<file path="src/rtl/fetch_unit.sv">
// Instruction fetch stage: single-outstanding memory read, PC-tagged instruction FIFO, redirect flush.
// Optional FETCH_STATS_EN adds saturating fetch/stall counters.
module fetch_unit #(
   parameter int unsigned ADDR_W     = 32,
   parameter int unsigned DATA_W     = 32,
   parameter int unsigned FIFO_DEPTH = 2
) (
   input  logic              clk,
   input  logic              reset,
   input  logic              fetch_en,
   input  logic              flush,
   input  logic [ADDR_W-1:0] pc_in,
   output logic              pc_advance,
   output logic              mem_req_valid,
   input  logic              mem_req_ready,
   output logic [ADDR_W-1:0] mem_req_addr,
   input  logic              mem_rsp_valid,
   input  logic [DATA_W-1:0] mem_rsp_data,
   output logic              inst_valid,
   input  logic              inst_ready,
   output logic [DATA_W-1:0] inst_data,
   output logic [ADDR_W-1:0] inst_pc
`ifdef FETCH_STATS_EN
  ,output logic [31:0]       stat_fetched,
   output logic [31:0]       stat_stall
`endif
);

   localparam int unsigned PTR_W = (FIFO_DEPTH > 1) ? $clog2(FIFO_DEPTH) : 1;
   localparam int unsigned CNT_W = PTR_W + 1;

   typedef enum logic [1:0] {IDLE, REQ, WAIT, DROP} state_t;

   state_t state, state_next;

   logic [ADDR_W+DATA_W-1:0] buf_mem [FIFO_DEPTH];
   logic [PTR_W-1:0]         wr_ptr, rd_ptr;
   logic [CNT_W-1:0]         count, count_next;
   logic                     handshake, push, pop, issue;

   assign handshake = (state == REQ) && mem_req_ready;
   assign push      = (state == WAIT) && mem_rsp_valid && !flush;
   assign pop       = (count != '0) && inst_ready && !flush;

   always_comb begin
      count_next = count;
      if (push && !pop)
         count_next = count + CNT_W'(1);
      else if (pop && !push)
         count_next = count - CNT_W'(1);
   end

   // Slot check uses post-push/pop occupancy so the in-flight response always has room.
   assign issue = fetch_en && !flush && (count_next < CNT_W'(FIFO_DEPTH));

   always_comb begin
      state_next = state;
      case (state)
         IDLE: if (issue) state_next = REQ;
         REQ: begin
            if (flush)          state_next = handshake ? DROP : IDLE;
            else if (handshake) state_next = WAIT;
         end
         WAIT: begin
            if (flush)              state_next = mem_rsp_valid ? IDLE : DROP;
            else if (mem_rsp_valid) state_next = issue ? REQ : IDLE;
         end
         DROP: if (mem_rsp_valid) state_next = IDLE;
         default: state_next = IDLE;
      endcase
   end

   assign pc_advance    = handshake && !flush;
   assign mem_req_valid = (state == REQ);

   always_ff @(posedge clk) begin
      if (!reset) begin
         state        <= IDLE;
         mem_req_addr <= '0;
         wr_ptr       <= '0;
         rd_ptr       <= '0;
         count        <= '0;
      end else begin
         state <= state_next;
         if (state_next == REQ && state != REQ)
            mem_req_addr <= pc_in;
         if (flush) begin
            wr_ptr <= '0;
            rd_ptr <= '0;
            count  <= '0;
         end else begin
            if (push) wr_ptr <= wr_ptr + PTR_W'(1);
            if (pop)  rd_ptr <= rd_ptr + PTR_W'(1);
            count <= count_next;
         end
      end
   end

   always_ff @(posedge clk) begin
      if (push)
         buf_mem[wr_ptr] <= {mem_req_addr, mem_rsp_data};
   end

   assign inst_valid          = (count != '0);
   assign {inst_pc, inst_data} = inst_valid ? buf_mem[rd_ptr] : '0;

`ifdef FETCH_STATS_EN
   always_ff @(posedge clk) begin
      if (!reset) begin
         stat_fetched <= '0;
         stat_stall   <= '0;
      end else begin
         if (push && stat_fetched != '1)
            stat_fetched <= stat_fetched + 32'd1;
         if (!inst_valid && fetch_en && stat_stall != '1)
            stat_stall <= stat_stall + 32'd1;
      end
   end
`endif

endmodule

</file>
<file path="config.mk">
export PLATFORM = sky130hd
export DESIGN_NAME = fetch_unit
export DESIGN_NICKNAME = d
export VERILOG_FILES = /design/src/rtl/fetch_unit.sv
export SDC_FILE = /design/constraint.sdc
export NUM_CORES = 1
export LEC_CHECK = 0
export BUFFER_PORTS_ARGS = -buffer_cell sky130_fd_sc_hd__buf_2
export CAP_MARGIN = 20
export CORE_UTILIZATION = 56
export DETAILED_ROUTE_END_ITERATION = 12
export PLACE_DENSITY = 0.84
export SETUP_SLACK_MARGIN = 0.3
export SYNTH_ARGS = -nofsm -noshare
export SYNTH_HDL_FRONTEND = slang
export SYNTH_SLANG_ARGS = --single-unit
</file>
<file path="constraint.sdc">
create_clock -name clk -period 12.37 [get_ports clk]
set_input_delay 2.474 -clock clk [delete_from_list [all_inputs] [get_ports clk]]
set_output_delay 2.474 -clock clk [all_outputs]
set_load 0.02 [all_outputs]
</file>
Word level (Yosys, flattened, before mapping)
Memories as Yosys holds them, arrays and structs flattened. A register that Yosys moved wholly into a read port is not among the register bits.
Cells that the tools add are included.

storage, ports and cells
  logic and storage cells = 51
  output and inout port bits = 99
  memories = 1
  input port bits = 71
  register bits = 38
  bits in writable memories = 128

cells by class
  equality and inequality tests = 5
  reductions and logical operators = 17
  add/sub/neg operators = 4
  bitwise gates (word level) = 1
  $lt $le $gt $ge = 1
  muxes and demuxes = 17

memories
  memory   words  bits a word  rd ports  clocked after Yosys merged registers in  wr ports  line  RTL
  buf_mem  2      64           1         1                                        1         36    logic [ADDR_W+DATA_W-1:0] buf_mem [FIFO_DEPTH];

operators with widths
  cell                                                                 number
  64-bit 2-to-1 mux                                                    1
  2-bit 2-to-1 mux                                                     10
  1-bit logical AND                                                    11
  2-bit one-hot mux with 4 select lines                                1
  1-bit 2-to-1 mux                                                     5
  2-bit by 1-bit == test with 1-bit output (second input constant)     2
  2-bit == test (second input constant)                                2
  1-bit logical NOT                                                    3
  1-bit adder (second input constant)                                  2
  2-bit by 1-bit adder with 2-bit output (second input constant)       1
  2-bit logical NOT                                                    1
  2-bit < comparator (second input constant)                           1
  2-bit by 1-bit != test with 1-bit output (second input constant)     1
  2-bit nonzero test                                                   1
  2-bit OR reduction                                                   1
  2-bit by 1-bit subtractor with 2-bit output (second input constant)  1
  1-bit inverter                                                       1

Logic depth before layout (Yosys ltp)
Gate-level depths: netlist (run 1).

  word-level depth = 15
  gate-level depth with buffers = 12
  gate-level depth less buffers = 10

Least setup slack after synthesis (run 1)
Ideal clock, no wire load.

  kind = input-to-reg
  start = in flush
  end = mem buf_mem[0][0] (netlist bit) (enable)
  buffers on the path = 1
  data required time = 11884 ps
  setup time = 486 ps
  data arrival time = 5626 ps
  cell stages on the path = 5
  path slack = 6257 ps
  cells stage by stage = nor2_1 > and3_1 > clkbuf_1 > inv_1 > nor2_1

on the way
  word-level cells in the longest chain between the ends = 4

RTL lines
  what                                    line  RTL
  start: declaration                      11    input logic flush,
  1-bit logical NOT                       42    assign push = (state == WAIT) && mem_rsp_valid && !flush;
  1-bit logical AND                       42
  1-bit 2-to-1 mux                        100   if (push)
  1-bit 2-to-1 mux (implied by the code)  101   buf_mem[wr_ptr] <= {mem_req_addr, mem_rsp_data};
  end: declaration                        36

Every way passes these cells.

Worst setup path in the final report (run 1)
  start = in mem_req_ready
  end = out pc_advance

on the way
  word-level cells in the longest chain between the ends = 2

RTL lines
  what                line  RTL
  start: declaration  15    input logic mem_req_ready,
  1-bit logical AND   41    assign handshake = (state == REQ) && mem_req_ready;
  1-bit logical AND   73    assign pc_advance = handshake && !flush;
  end: declaration    13    output logic pc_advance,

Every way passes these cells.

==> Implementation_results.wiki, run 1 <==
{| class="wikitable"
! Metric !! Value
|-
| Hold Fails Final Rpt || 0
|-
| Area growth from synthesis to final layout || 23.55%
|-
| Average vias per placed instance || 5.182
|-
| Commonest non-fill, non-tap cell in the layout || sky130_fd_sc_hd__buf_2
|-
| Die footprint || 11950 sq um
|-
| Post-detail-place hpwl || about 7500 um
|-
| Setup Total Neg Slack || 0 ps
|-
| Mapped Area || between 6000 and 7000 sq um
|-
| Cell area after layout || roughly 8000 sq um
|-
| Total track usage || 20.23%
|-
| First drt pass iteration count || 4
|-
| Warnings, synthesis || 0
|-
| Vias in the first global route || 3767
|-
| Kind of launch point of the worst setup path || input port
|-
| Number of nets produced by synthesis || around 530
|-
| Clock tree from TritonCTS || done
|-
| Antenna Violating Nets Remaining || 0
|-
| Setup crit end kind || output pin
|-
| Number of sinks on the clock net || 167
|-
| Non-filler cells, final || between 700 and 800
|-
| Slowest cell on crit path || sky130_fd_sc_hd__buf_2
|-
| Fraction of layout instances using a drive strength above 1 || 32.54%
|-
| Critical path arrival || just under 3000 ps
|-
| R2R setup slack || 9190 ps
|-
| Total clock buffers created by CTS || 17
|-
| Routability Congestion || around 0.76
|-
| Starting DRC count in detailed routing || 237
|-
| Worst Clk Skew || 7.105 ps
|-
| Largest net degree at the start of global routing || 68
|-
| Number of distinct standard cells referenced by the synthesized netlist || 25
|-
| Number of top-level pins || 170
|-
| GR met3 Demand/Resource || 6.046%
|-
| Met2 routing resource usage after global routing || between 30% and 40%
|-
| Residual DRC count || 0
|-
| Hold EP || buf_mem[0][55]
|-
| Cell area power density || ~150 nW/um^2
|-
| First-pass GRT wire length || 17710 um
|-
| Met1 track demand over resource in global routing || between 20% and 30%
|-
| Cell-by-cell trace of the critical path || buf_2 -> nand3b_1 -> nor2_1 -> buf_2
|-
| Capturing point of the worst reg2reg path || mem_req_addr[10]
|-
| Most repeated library cell on the critical path || sky130_fd_sc_hd__buf_2
|-
| Number of enable flip-flop cells after synthesis || 128
|-
| Count of cells along the worst register-to-register path || 10
|-
| Area of the core region || about 11000 sq um
|-
| Fraction of synthesis flops using an asynchronous set or reset pin || 0%
|-
| Highest fanout seen on the critical path || 2
|-
| Static Leakage || 3.167 nW
|-
| Count of buffers from port buffering || approximately 170
|-
| Setup repair after global routing missed its margin || false
|-
| Die width || ~110 um
|-
| H-tree Lvls || 4
|-
| Remaining Overflow, GRT || 0
|-
| Area post-placement || around 7300 sq um
|-
| Critical path start-end classification || input port to output pin
|-
| Setup Fix Bufs, Post-CTS || 0
|-
| Cell count after synthesis || ~450
|-
| Number of pins exceeding their max-slew limit in the final report || 0
|-
| Final setup viols || 0
|-
| CP top delay family || buffers and inverters
|-
| Post-synthesis sequential area ratio || 71.68%
|-
| Peak clock frequency supported by timing || ~180 MHz
|-
| Min Tclk post-route || 5412 ps
|-
| Inst Count DP || 740
|-
| Post-layout nets || around 690
|-
| Min-delay worst type || flop to flop
|-
| Slew at the pin closest to its max-slew limit || 1125 ps
|-
| Slowest Stage Delay on Critical Path || about 160 ps
|-
| Syn avg cell area || about 14 sq um
|-
| Cts repair resizes || 0
|-
| Clk Tree Root Cell || sky130_fd_sc_hd__clkbuf_16
|-
| Final wirelength || 11740 um
|-
| Standard-cell row count || 38
|-
| Longest Clk Path Bufs || 2
|-
| Number of hold buffers added after CTS || 0
|-
| IR Drop Worst-Case VDD || 0.07914 mV
|-
| Average wire length per cell after detail routing || 15.17 um
|-
| Number of cells on the worst hold path || 0
|-
| Critical Path RT || 9900 ps
|-
| Startpoint of the worst-slack reg-to-reg timing path || count[0]
|-
| Min-delay src || mem_req_addr[23]
|-
| Reported max-cap violation count || 0
|-
| Max-slew headroom || 25.03%
|-
| Clock-pin transition on the worst setup and hold timing paths || 60 ps
|-
| Final worst-path cycle share || a little over two fifths
|-
| CP bufs+invs || 2
|-
| Overall via count from detail_route || 4011
|-
| Effective utilization at floorplan || 58.48%
|-
| Most frequent cells in the layout || sky130_fd_sc_hd__buf_2 (169), sky130_fd_sc_hd__edfxtp_1 (128), sky130_fd_sc_hd__mux2i_1 (96)
|-
| Clock network latency to the later pin of the worst-skew pair || 420 ps
|-
| Layer with the highest usage || met2
|-
| Die Y-Extent || 109.3 um
|-
| Flop and latch count out of synthesis || 167
|-
| Run status || complete, no violations
|-
| Post-synth top flop || sky130_fd_sc_hd__edfxtp_1
|-
| Antenna violations before repair || 2
|}
==> how the worst max path moves through the flow <==
| stage | from | to | slack (ps) | depth (start not counted) |
|---|---|---|---|---|
| after detailed placement | mem_req_ready | pc_advance | 6960 | 4 |
| after global placement | mem_req_ready | pc_advance | 6990 | 4 |
| after floorplan | flush | buf_mem[0][0] | 6260 | 5 |
| after global routing | mem_req_ready | pc_advance | 6890 | 4 |
| final | mem_req_ready | pc_advance | 6960 | 4 |
| after CTS | mem_req_ready | pc_advance | 6960 | 4 |
==> per-stage QoR <==
step | hold WS [ps] | util (%) | setup slack, ps | total power, mW
detailed placement | 464.8 | 66.62 | 6962 | 0.6742
global placement | 455.0 | 66.62 | 6993 | 0.6717
CTS | 478.6 | 72.05 | 6958 | 1.188
finish | 477.2 | 72.26 | 6958 | 1.179
floorplan | 480.2 | - | 6257 | 0.6539
global route | 490.8 | 72.26 | 6895 | 1.215
==> where the power goes <==
part           switching (mW)  leakage, nW  internal [mW]
sequential            0.00608         1.48          0.610
clock                   0.194        0.300          0.323
combinational          0.0268         1.39         0.0199
total                   0.227         3.17          0.953
==> per-layer routing <==
layer,share of wire [%],vias to the layer above
li1,-,1937
met1,43,1893
met2,47,157
met3,7.7,22
met4,1.5,2
met5,0.068,-
==> cell type report <==
type                       instances  area [sq um]
timing repair buffer             173         888.4
clock buffer                      26         543.0
sequential                       167          4628
inverter                           5         18.77
antenna                            1         2.502
fill                             719          3060
multi-input combinational        256          1658
clock inverter                     6         56.30
tap                              140         175.2
==> synth_stat cells (2+ instances only) <==
master                     instances  area [sq um]
sky130_fd_sc_hd__and2_1            2         12.51
sky130_fd_sc_hd__buf_12            3         60.06
sky130_fd_sc_hd__buf_2             7         35.03
sky130_fd_sc_hd__clkbuf_1         15         56.30
sky130_fd_sc_hd__dfxtp_1          39         780.8
sky130_fd_sc_hd__edfxtp_1        128          3844
sky130_fd_sc_hd__ha_1              3         37.54
sky130_fd_sc_hd__inv_1             5         18.77
sky130_fd_sc_hd__mux2i_1          96         960.9
sky130_fd_sc_hd__nand2_1          66         247.7
sky130_fd_sc_hd__nand2b_1          2         12.51
sky130_fd_sc_hd__nor2_1           74         277.8
sky130_fd_sc_hd__xnor2_1           2         17.52
==> sequential cells by signal, indices dropped and copies added (netlist names), named ones only <==
name and flops:
mem_req_addr 32, state 2, count 2, rd_ptr 1, buf_mem 128, wr_ptr 1
==> kinds of logic after synthesis <==
kind of cell               after synthesis  share of synthesized area (%)
AOI/OAI and AO/OA                        5                         0.5819
xor gates and xnor gates                 2                         0.2716
adders and majority gates                3                         0.5819
buffers and inverters                   31                          2.812
DFF                                    167                          71.68
muxes                                   96                          14.90
and+or+nand+nor                        150                          9.174
Note: power is estimated with default switching activity, not from simulation.
==> run 2: changes to the inputs <==
--- a/config.mk
+++ b/config.mk
@@ -7,9 +7,9 @@
 export LEC_CHECK = 0
 export BUFFER_PORTS_ARGS = -buffer_cell sky130_fd_sc_hd__buf_2
 export CAP_MARGIN = 20
-export CORE_UTILIZATION = 56
+export CORE_UTILIZATION = 52
 export DETAILED_ROUTE_END_ITERATION = 12
-export PLACE_DENSITY = 0.84
+export PLACE_DENSITY = 0.79
 export SETUP_SLACK_MARGIN = 0.3
 export SYNTH_ARGS = -nofsm -noshare
 export SYNTH_HDL_FRONTEND = slang
==> constraint.sdc (replaced) <==
create_clock -name clk -period 5.45 [get_ports clk]
set_input_delay 1.09 -clock clk [delete_from_list [all_inputs] [get_ports clk]]
set_output_delay 1.09 -clock clk [all_outputs]
set_load 0.02 [all_outputs]
==> run 2 against run 1 <==
Against the previous run:
- non-clock buffer count increased by 1
- cell area grew 0.64%
- die area is 7.5% higher
- critical path depth grew 5
- clock skew grew 2.8 ps
- flip-flop and latch count is the same
- combinational power grew 120%
==> Implementation_results.wiki, run 2 (synthesis gave the netlist of run 1 again) <==
{| class="wikitable"
! Metric !! Value
|-
| IR Drop Worst-Case VDD || 0.1601 mV (was 0.07914 mV)
|-
| Met2 routing resource usage after global routing || 32.23% (was 32.43%)
|-
| Slowest Stage Delay on Critical Path || 1000 ps (was 160 ps)
|-
| Post-route setup slack || 2128 ps (was 6958 ps)
|-
| Setup crit end kind || flop (was output pin)
|-
| Number of top-level pins || 170 (unchanged)
|-
| Biggest registers after layout || buf_mem x128, mem_req_addr x32 (unchanged)
|-
| Max-slew headroom || 25.72% (was 25.03%)
|-
| Cts repair resizes || 0 (unchanged)
|-
| Top register by number of flip-flops || buf_mem (unchanged)
|-
| Min-delay worst type || flop to flop (unchanged)
|-
| Setup Fix Bufs, Post-CTS || 0 (unchanged)
|-
| Min Tclk post-route || 3322 ps
|-
| Starting DRC count in detailed routing || 216 (was 237)
|-
| Count of buffers from port buffering || 169 (unchanged)
|-
| CP top delay family || simple AND/OR/NAND/NOR gates (was buffers and inverters)
|-
| Setup repair after global routing missed its margin || false (unchanged)
|-
| Antenna Violating Nets Remaining || 0 (unchanged)
|-
| H-tree Lvls || 4 (unchanged)
|-
| Effective utilization at floorplan || 53.49% (was 58.48%)
|-
| First-pass GRT wire length || 18490 um (was 17710 um)
|-
| Vias in the first global route || 3729 (was 3767)
|-
| Met1 track demand over resource in global routing || 24.10% (was 25.76%)
|-
| Number of pins exceeding their max-slew limit in the final report || 0 (unchanged)
|-
| Reported max-cap violation count || 0 (unchanged)
|-
| Flip-flop count of the largest register, all copies and words added || 128 (unchanged)
|-
| Kind of launch point of the worst setup path || input port (unchanged)
|-
| Total clock buffers created by CTS || 17 (unchanged)
|-
| Average vias per placed instance || 4.909 (was 5.182)
|-
| Final worst-path cycle share || 60.95%
|-
| Post-layout nets || 695 (was 694)
|-
| Cell area power density || 339.9 nW/um^2 (was 148.0 nW/um^2)
|-
| Number of diodes || 0 (was 1)
|-
| Die footprint || 12860 sq um (was 11950 sq um)
|-
| Clock tree from TritonCTS || done (unchanged)
|-
| Number of hold buffers added after CTS || 0 (unchanged)
|-
| Critical path start-end classification || input port to flop (was input port to output pin)
|-
| Clock network latency to the later pin of the worst-skew pair || 420 ps (about the same)
|-
| Worst slack at placement || 1725 ps (was 6962 ps)
|-
| Highest fanout seen on the critical path || 33 (was 2)
|-
| Antenna violations before repair || 0 (was 2)
|-
| Sequential Area || 4628 sq um (unchanged)
|-
| Non-filler cells, final || 802 (was 774)
|-
| Critical Path RT || 5780 ps (was 9900 ps)
|-
| Area growth from synthesis to final layout || 24.34% (was 23.55%)
|-
| Total track usage || 19.14% (was 20.23%)
|-
| Inst Count DP || 769 (was 740)
|-
| Residual DRC count || 0 (unchanged)
|-
| Layer with the highest usage || met2 (unchanged)
|-
| First drt pass iteration count || 4 (unchanged)
|-
| Setup Total Neg Slack || 0 ps (unchanged)
|-
| Slew at the pin closest to its max-slew limit || 1114 ps (was 1125 ps)
|-
| Critical path arrival || 3650 ps (was 2940 ps)
|-
| Longest Clk Path Bufs || 2 (unchanged)
|-
| Most frequent cells in the layout || sky130_fd_sc_hd__buf_2 (169), sky130_fd_sc_hd__edfxtp_1 (128), sky130_fd_sc_hd__mux2i_1 (96) (unchanged)
|-
| Die width || 113.4 um (was 109.3 um)
|-
| Overall via count from detail_route || 3937 (was 4011)
|-
| GR met3 Demand/Resource || 4.835% (was 6.046%)
|-
| Standard-cell row count || 40 (was 38)
|-
| Final setup viols || 0 (unchanged)
|-
| Die Y-Extent || 113.4 um (was 109.3 um)
|-
| Final wirelength || 12050 um (was 11740 um)
|-
| Hold Fails Final Rpt || 0 (unchanged)
|-
| Remaining Overflow, GRT || 0 (unchanged)
|-
| Post-detail-place hpwl || 7715 um (was 7518 um)
|-
| Area of the core region || 12060 sq um (was 11030 sq um)
|-
| Slowest cell on crit path || sky130_fd_sc_hd__and4_2 (was sky130_fd_sc_hd__buf_2)
|-
| CP bufs+invs || 2 (unchanged)
|-
| Worst Clk Skew || 9.872 ps (was 7.105 ps)
|-
| Total of fill cells in the finished design || 858 (was 719)
|-
| Largest net degree at the start of global routing || 68 (unchanged)
|-
| Routability Congestion || 0.7482 (was 0.7615)
|-
| Fraction of layout instances using a drive strength above 1 || 32.49% (was 32.54%)
|-
| Peak clock frequency supported by timing || 301.0 MHz
|-
| Number of sinks on the clock net || 167 (unchanged)
|-
| Run status || complete, no violations (unchanged)
|-
| Static Leakage || 3.162 nW (was 3.167 nW)
|-
| Average wire length per cell after detail routing || 15.03 um (was 15.17 um)
|-
| Commonest non-fill, non-tap cell in the layout || sky130_fd_sc_hd__buf_2 (unchanged)
|-
| Area of combinational cells with multiple inputs || 1658 sq um (unchanged)
|-
| Clk Tree Root Cell || sky130_fd_sc_hd__clkbuf_16 (unchanged)
|-
| Post-Route Utilization || 66.50% (was 72.26%)
|-
| Clock-pin transition on the worst setup and hold timing paths || 60 ps (about the same)
|-
| Cell-by-cell trace of the critical path || buf_2 -> nor2_1 -> and3_1 -> inv_1 -> ha_1 -> nor3b_1 -> a221oi_1 -> and4_2 -> mux2i_1 (was buf_2 -> nand3b_1 -> nor2_1 -> buf_2)
|}
[run 2: cell count changes in the layout (fill, tap and decap cells not counted), sizes merged]
| cell | delta |
|---|---|
| clkbuf | -8 |
| bufinv | +3 |
| clkinv | +3 |
| clkinvlp | +2 |
| buf | +1 |
| diode | -1 |
[run 2: worst paths after layout]
kind	start	endpoint	slack [ps]	cells past startpoint
setup reg to reg	count[0]	mem_req_addr[14]	2620	10
hold reg to reg	mem_req_addr[26]	buf_mem[1][58]	480	0
hold / removal	mem_req_addr[26]	buf_mem[1][58]	480	0
setup / recovery	flush	mem_req_addr[14]	2130	9
[run 2: power by group]
| part | total [mW] | leakage, nW | switching, mW | internal [mW] |
|---|---|---|---|---|
| Sequential | 1.40 | 1.48 | 0.0143 | 1.38 |
| Combinational | 0.105 | 1.39 | 0.0608 | 0.0441 |
| Clock | 1.22 | 0.290 | 0.461 | 0.762 |
| Total | 2.73 | 3.16 | 0.536 | 2.19 |
[run 2: stage by stage]
step	total power [mW]	hold WS [ps]	cell area, sq um
after detailed placement	1.531	469.2	7391
final	2.726	481.5	8021
after CTS	2.746	483.8	8001
after floorplan	1.484	480.2	6451
after global routing	2.803	490.8	8021
after global placement	1.526	460.8	7391
[run 2: final cells by class]
cell class,instances,share of cell area [%]
Sequential cell,167,57.70
Multi-Input combinational cell,256,20.67
Timing Repair Buffer,174,11.17
Clock buffer,18,5.350
Tap cell,168,2.621
Clock inverter,14,2.262
Inverter,5,0.2340
[run 2: layer usage]
| metal | vias up | routed length (um) |
|---|---|---|
| li1 | 1933 | - |
| met1 | 1859 | 5289 |
| met2 | 139 | 5938 |
| met3 | 6 | 738 |
| met4 | 0 | 88 |
| met5 | - | 0 |
